===== src/rtl/io_controller_if.sv =====
// io_controller_if: CPU req/ack bus between the SCIC CPU and the I/O controller
interface io_controller_if #(
  parameter int DATA_WIDTH = 8
) ();
  logic req;
  logic we;
  logic [1:0] addr;
  logic [DATA_WIDTH-1:0] wdata;
  logic ack;
  logic [DATA_WIDTH-1:0] rdata;
  modport master (output req, we, addr, wdata, input ack, rdata);
  modport slave (input req, we, addr, wdata, output ack, rdata);
endinterface


===== src/rtl/io_controller.sv =====
// io_controller: memory-mapped debounced switches and LED register; define IO_IRQ_EN for the change irq
module io_controller #(
  parameter int DATA_WIDTH = 8,
  parameter int IO_WIDTH = 4,
  parameter int DEBOUNCE_CYCLES = 1000
) (
  input  logic clock,
  input  logic reset,
  io_controller_if.slave bus,
  input  logic [IO_WIDTH-1:0] switches,
  output logic [IO_WIDTH-1:0] LEDs
`ifdef IO_IRQ_EN
  , output logic irq
`endif
);
  localparam int CW = $clog2(DEBOUNCE_CYCLES);
  typedef enum logic [1:0] {IDLE, ACCESS, DONE} state_t;
  state_t state, nxt;
  logic we_q;
  logic [1:0] addr_q;
  logic [DATA_WIDTH-1:0] wdata_q, rdata_q, rd;
  logic [IO_WIDTH-1:0] sync1, sync2, stable, wr_io;
  logic [CW-1:0] cnt;
  logic flag, irq_en, acc, accept, st_clear, unused_wdata;
  assign acc = state == ACCESS;
  assign wr_io = wdata_q[IO_WIDTH-1:0];
  assign unused_wdata = ^wdata_q;
  assign accept = sync2 != stable && cnt == CW'(DEBOUNCE_CYCLES - 1);
  assign st_clear = acc && !we_q && addr_q == 2'd2;
  assign rd = addr_q == 2'd0 ? DATA_WIDTH'(stable) :
              addr_q == 2'd1 ? DATA_WIDTH'(LEDs) :
              addr_q == 2'd2 ? DATA_WIDTH'({irq_en, flag}) : '0;
  always_ff @(posedge clock or posedge reset)
    if (reset) state <= IDLE;
    else state <= nxt;
  always_comb begin
    nxt = state == IDLE ? (bus.req ? ACCESS : IDLE) : state == ACCESS ? DONE : IDLE;
    bus.ack = state == DONE;
    bus.rdata = state == DONE ? rdata_q : '0;
  end
  always_ff @(posedge clock or posedge reset)
    if (reset) begin
      we_q <= 1'b0;
      addr_q <= '0;
      wdata_q <= '0;
    end else if (state == IDLE && bus.req) begin
      we_q <= bus.we;
      addr_q <= bus.addr;
      wdata_q <= bus.wdata;
    end
  always_ff @(posedge clock or posedge reset)
    if (reset) begin
      rdata_q <= '0;
      LEDs <= '0;
    end else if (acc) begin
      rdata_q <= we_q ? '0 : rd;
      if (we_q && addr_q == 2'd1) LEDs <= wr_io;
      if (we_q && addr_q == 2'd3) LEDs <= LEDs ^ wr_io;
    end
  // counter only runs while the synchronised input disagrees with the accepted value
  always_ff @(posedge clock or posedge reset)
    if (reset) begin
      sync1 <= '0;
      sync2 <= '0;
      stable <= '0;
      cnt <= '0;
      flag <= 1'b0;
    end else begin
      sync1 <= switches;
      sync2 <= sync1;
      cnt <= sync2 == stable || accept ? '0 : cnt + CW'(1);
      if (accept) stable <= sync2;
      flag <= accept || (flag && !st_clear);
    end
`ifdef IO_IRQ_EN
  always_ff @(posedge clock or posedge reset)
    if (reset) begin
      irq_en <= 1'b0;
      irq <= 1'b0;
    end else begin
      if (acc && we_q && addr_q == 2'd2) irq_en <= wdata_q[1];
      irq <= flag && irq_en;
    end
`else
  assign irq_en = 1'b0;
`endif
endmodule


===== src/flat_wrapper.sv =====
// flat-port wrapper written by rule: the top's interface ports become plain ports
module io_controller_flat 
#(
  parameter int DATA_WIDTH = 8,
  parameter int IO_WIDTH = 4,
  parameter int DEBOUNCE_CYCLES = 1000
)
  (clock, reset, switches, LEDs, bus_req, bus_we, bus_addr, bus_wdata, bus_ack, bus_rdata);
  io_controller_if #(.DATA_WIDTH(DATA_WIDTH)) bus_i ();
  input  logic clock;
  input  logic reset;
  input  logic [IO_WIDTH-1:0] switches;
  output logic [IO_WIDTH-1:0] LEDs;
  input wire logic [$bits(bus_i.req)-1:0] bus_req;
  input wire logic [$bits(bus_i.we)-1:0] bus_we;
  input wire logic [$bits(bus_i.addr)-1:0] bus_addr;
  input wire logic [$bits(bus_i.wdata)-1:0] bus_wdata;
  output wire logic [$bits(bus_i.ack)-1:0] bus_ack;
  output wire logic [$bits(bus_i.rdata)-1:0] bus_rdata;
  assign bus_i.req = bus_req;
  assign bus_i.we = bus_we;
  assign bus_i.addr = bus_addr;
  assign bus_i.wdata = bus_wdata;
  assign bus_ack = bus_i.ack;
  assign bus_rdata = bus_i.rdata;
  io_controller #(.DATA_WIDTH(DATA_WIDTH), .IO_WIDTH(IO_WIDTH), .DEBOUNCE_CYCLES(DEBOUNCE_CYCLES)) u_core (.clock(clock), .reset(reset), .bus(bus_i), .switches(switches), .LEDs(LEDs));
endmodule

===== config.mk =====
export PLATFORM = sky130hd
export DESIGN_NAME = io_controller_flat
export DESIGN_NICKNAME = d
export VERILOG_FILES = /design/src/rtl/io_controller_if.sv /design/src/rtl/io_controller.sv /design/src/flat_wrapper.sv
export SDC_FILE = /design/constraint.sdc
export NUM_CORES = 1
export LEC_CHECK = 0
export BUFFER_PORTS_ARGS = -buffer_cell sky130_fd_sc_hd__buf_2
export CELL_PAD_IN_SITES_DETAIL_PLACEMENT = 1
export CELL_PAD_IN_SITES_GLOBAL_PLACEMENT = 2
export CORE_UTILIZATION = 36
export DETAILED_ROUTE_END_ITERATION = 12
export PLACE_DENSITY_LB_ADDON = 0.2
export SYNTH_ARGS = -nofsm -noshare
export SYNTH_HDL_FRONTEND = slang
export SYNTH_SLANG_ARGS = --single-unit

===== constraint.sdc =====
create_clock -name clock -period 2.3 [get_ports clock]
set_clock_uncertainty 0.15 [all_clocks]
set_input_delay 0.115 -clock clock [delete_from_list [all_inputs] [get_ports clock]]
set_output_delay 0.115 -clock clock [all_outputs]
set_load 0.005 [all_outputs]

### Yosys cells after proc, flatten, opt, wreduce, memory -nomap -nowiden

Cells that the tools add are included.

* register bits: 44
* output and inout bits: 13
* bits of input ports: 18
* word-level logic and storage cells: 47

* add/sub/neg operators: 1
* multiplexer cells: 11
* eq/ne operators: 8
* reduce and logical (&&, ||, !) cells: 15
* bitwise gates (word level): 1

Operators with widths (count)
* $mux W8: 4
* $add A10 B1 Y10 const B: 1
* $eq A10 B10 Y1 const B: 1
* $mux W10: 1
* $mux W4: 2
* $logic_and A1 B1 Y1: 7
* $eq A2 B2 Y1 const B: 3
* $eq A2 B1 Y1 const B: 2
* $eq A4 B4 Y1: 1
* $logic_not A2 Y1: 2
* $mux W2: 2
* $ne A4 B4 Y1: 1
* $xor A4 B4 Y4: 1
* $logic_not A1 Y1: 2
* $logic_or A1 B1 Y1: 2
* $mux W1: 2
* $reduce_and A2 Y1: 1
* $reduce_bool A2 Y1: 1

### Logic depth before layout (Yosys ltp)

* word-level depth: 6
* gate-level depth with buffers: 6
* gate-level depth less buffers: 5

### Worst setup path after synthesis

Ideal clock, no wire load.

* path kind: reg-to-reg
* start point: register u_core.cnt[0]
* end point: register u_core.stable[0]
* slack: 695 ps
* arrival time: 1330 ps
* path buffers: 0
* setup time: 125 ps
* data required time: 2025 ps
* cell stages (with the launch flop): 6
* cells stage by stage: dfrtp_1 > ha_1 > and2_1 > nand4_1 > nor2_4 > mux2_4

* longest elaborated chain between the ends: 2

RTL lines
* start: declaration: RTL line io_controller.sv:23 `logic [CW-1:0] cnt;`
* start signal: assignment: RTL line io_controller.sv:71 `cnt <= sync2 == stable || accept ? '0 : cnt + CW'(1);`
* $eq A10 B10 Y1: RTL line io_controller.sv:28 `assign accept = sync2 != stable && cnt == CW'(DEBOUNCE_CYCLES - 1);`
* $logic_and A1 B1 Y1: RTL line io_controller.sv:28
* end signal: assignment: RTL line io_controller.sv:72 `if (accept) stable <= sync2;`
* end: declaration: RTL line io_controller.sv:22 `logic [IO_WIDTH-1:0] sync1, sync2, stable, wr_io;`

No other way between the ends.
A chain may end at the register's enable or synchronous reset.

### Worst setup path after layout

* start point: register u_core.stable[1]
* end point: register u_core.cnt[4]

* longest elaborated chain between the ends: 4
* elaborated cells on any way between the ends: 5
* those cells by class: eq/ne (2); mux (1); reduce/logical (2)

RTL lines (RTL line)
* $ne A4 B4 Y1: io_controller.sv:28
* $logic_and A1 B1 Y1: io_controller.sv:28
* $logic_or A1 B1 Y1 (*): io_controller.sv:71
* $mux W10 (*): io_controller.sv:71

Every way passes the cells marked *; elsewhere a longest branch is shown, timed or not.

==> metrics.cfg <==
[min_path]
hp-class=input pin to register
hold_end=u_core.state[0]$_DFF_PP0_
min_from=bus_req
min_path_cells=2

[layout]
n_fill_cell=491
drive_above_1_share_pct=24.86
area_growth_pct=20.68
antenna_cells=0
fin_nets=203
regArea_um2=1001
multi_input_area_um2=673.1

[route]
wire_per_inst_um=14.00
ant_nets=0
wl_um=3319
dr.pass1.iters=8
drcViolationCount=3
vias_per_cell=4.920
dr.first_iter.drc_count=69
vias=1166

[critical_path]
worstSetupStartpoint=u_core.stable[1]$_DFFE_PP0P_
endpoint_kind=register
cp_top_family=simple AND/OR/NAND/NOR gates
r2r_cells=4
critPathRequiredTime_ps=2310
critPathLaunchType=register
path_max_fanout=9
crit_slowest_cell=dfrtp_1
cp_slowest_stage_delay_ps=410
r2r_start=u_core.stable[1]$_DFFE_PP0P_
crit_chain=xor2_1 -> nor4_4 -> nand2b_1 -> nor2_1
arrival_ps=1760
worst-r2r-setup-slack_ps=560
crit_buf_inv=0
path_class=register to register
worst_r2r_endpoint=u_core.cnt[4]$_DFF_PP0_

[pwr]
peakVddDrop_mv=0.4144
powerDensity_nw_per_um2=887.9
leakagePower_uw=0.0009864

[sta]
fin_crit_sh_pct=75.83
setup_viol=0
tns_ps=0
rsz0062_at_grt=false
drv_slew=0
worst_pin_slew_ps=618.6
hold_viol=0
relSlewSlack_pct=58.58
layout_min_cycle_time_ps=1744
layout_setup_ws_ps=555.9
timing.fmax_mhz=573.4

[floorplanning]
dieArea_um2=5088
core_um2=4474
ios=31
dieWidth_um=71.33
initial_core_util_pct=38.67
die_y_um=71.33
rows=24

[logic_synthesis]
synthMuxAreaShare_pct=10.34
synthAdderAreaFrac_pct=0.7231
synth_edf_count=0
synth_top_cell_area_share_pct=57.85
synth_async_sr_flop_share_pct=100.0
synth_compound_area_share_pct=5.640
synth-main-ff-cell=dfrtp_1
synth_seq_area_share_pct=57.85
synth_top_family_by_area=simple AND/OR/NAND/NOR gates
yosys-top-cells-area=dfrtp_1, mux2_2, mux2_4, nor2_1, xnor2_1
netlist_area_um2=1730
synth-seq-cells=40
synth_most_common_cell=dfrtp_1
synth-xor-area-share_pct=6.074
ys_types=30
syn_avg_cell_area_um2=11.77
synth_top_cells_by_count=dfrtp_1, nor2_1, a21oi_1, o21ai_0
synthSimpleGateAreaFrac_pct=15.26
syn_inst=147
yosysTopAreaCell=dfrtp_1
yosysWarnings=0

[cts]
htree_num_levels=2
cts_made_buffers=5
cts.sinks=40
cts_tree=done
cts_root_buf=clkbuf_8
clockBufferDepth=2
clk_latency_ps=290
path_clk_slew_ps=80

[run]
max_cap_viol_count=0

[place]
dp_slack_ps=536.6
portBuffers=22
place.gp.congestion=0.7706
dp_hpwl_um=2373

[grt]
grt_max_degree=41
grt_pass1_vias=1289
globalRouteTotalUtil_pct=15.21
overflow=0
grt_pass1_wl_um=5871
antenna_found_initial=0

[outcome]
violations=DRC
status=finished with violations

-- report_power, final --
group,internal [uW],switching [uW]
clock,239,233
combinational,195,180
sequential,843,165
total,1280,577
-- layout by cell type, fill, tap and decap left out, types with 2 or more instances in the layout --
master	n
nand2_1	6
clkinv_2	2
clkbuf_8	6
nor3_1	2
nand3_1	7
mux2_4	4
nand4_1	2
xnor2_1	6
buf_2	22
inv_1	5
nand3b_1	2
nand2b_1	2
dfrtp_1	40
dlygate4sd3_1	12
and2_1	5
mux2i_1	4
conb_1	4
mux2_2	7
o21ai_0	8
xor2_1	6
nor2_1	14
a21oi_1	8
-- worst max-delay path by stage --
stage,cells past startpoint,to
2_1_floorplan,5,u_core.stable[0]$_DFFE_PP0P_
3_3_place_gp,5,u_core.stable[0]$_DFFE_PP0P_
3_5_place_dp,5,u_core.stable[0]$_DFFE_PP0P_
4_1_cts,4,u_core.cnt[4]$_DFF_PP0_
5_1_grt,4,u_core.LEDs[0]$_DFFE_PP0P_
6_report,4,u_core.cnt[4]$_DFF_PP0_
-- layer usage --
metal  up-vias  wire length [um]  global-route usage (%)
li1        558                 -                       -
met1       582              1409                   16.97
met2        20              1741                   27.41
met3         6               124                   5.063
met4         0                44                   4.667
met5         -                 0                       0
-- area by class of cell --
class / count / area share [%]
Clock buffer: 6 / 3.954
Inverter: 5 / 0.8987
Timing Repair Buffer: 35 / 11.38
Multi-Input combinational cell: 97 / 32.23
Tap cell: 52 / 3.116
Sequential cell: 40 / 47.93
Clock inverter: 2 / 0.4793
-- sequential cells by signal, indices dropped and copies added, names as in the netlist --
signal and cells:
u_core.sync2 4, u_core.addr_q 2, u_core.wdata_q 4, u_core.state 2, u_core.sync1 4, u_core.cnt 10
u_core.flag 1, u_core.we_q 1, u_core.stable 4, u_core.LEDs 4, u_core.rdata_q 4
-- metrics by stage --
stage | utilization [%] | area (um^2) | std cells | power, uW | hold slack (ps)
3_5_place_dp | 41.92 | 1876 | 217 | 1392 | 74.77
3_3_place_gp | 41.92 | 1876 | 217 | 1352 | 73.34
6_report | 46.67 | 2088 | 237 | 1854 | 40.65
2_1_floorplan | - | 1742 | 150 | 1240 | -3.570
5_1_grt | 46.67 | 2088 | 237 | 1994 | 38.08
4_1_cts | 46.67 | 2088 | 237 | 1883 | 34.60
-- cells by family after synthesis --
group | count (synthesis)
other | 1
AO/OA/AOI/OAI | 18
adder cells (fa/ha/maj) | 1
XOR/XNOR | 12
buffers and inverters | 13
flip-flops | 40
AND/OR/NAND/NOR | 47
multiplexers | 15
-- what timing repair did --
action                                 4_1_cts  5_1_grt
hold buffers                                12        0
resized for setup                            0        0
buffers inserted                             0        0
endpoints found under the hold margin       51        0
No activity file was read; power rests on OpenSTA's default activity.
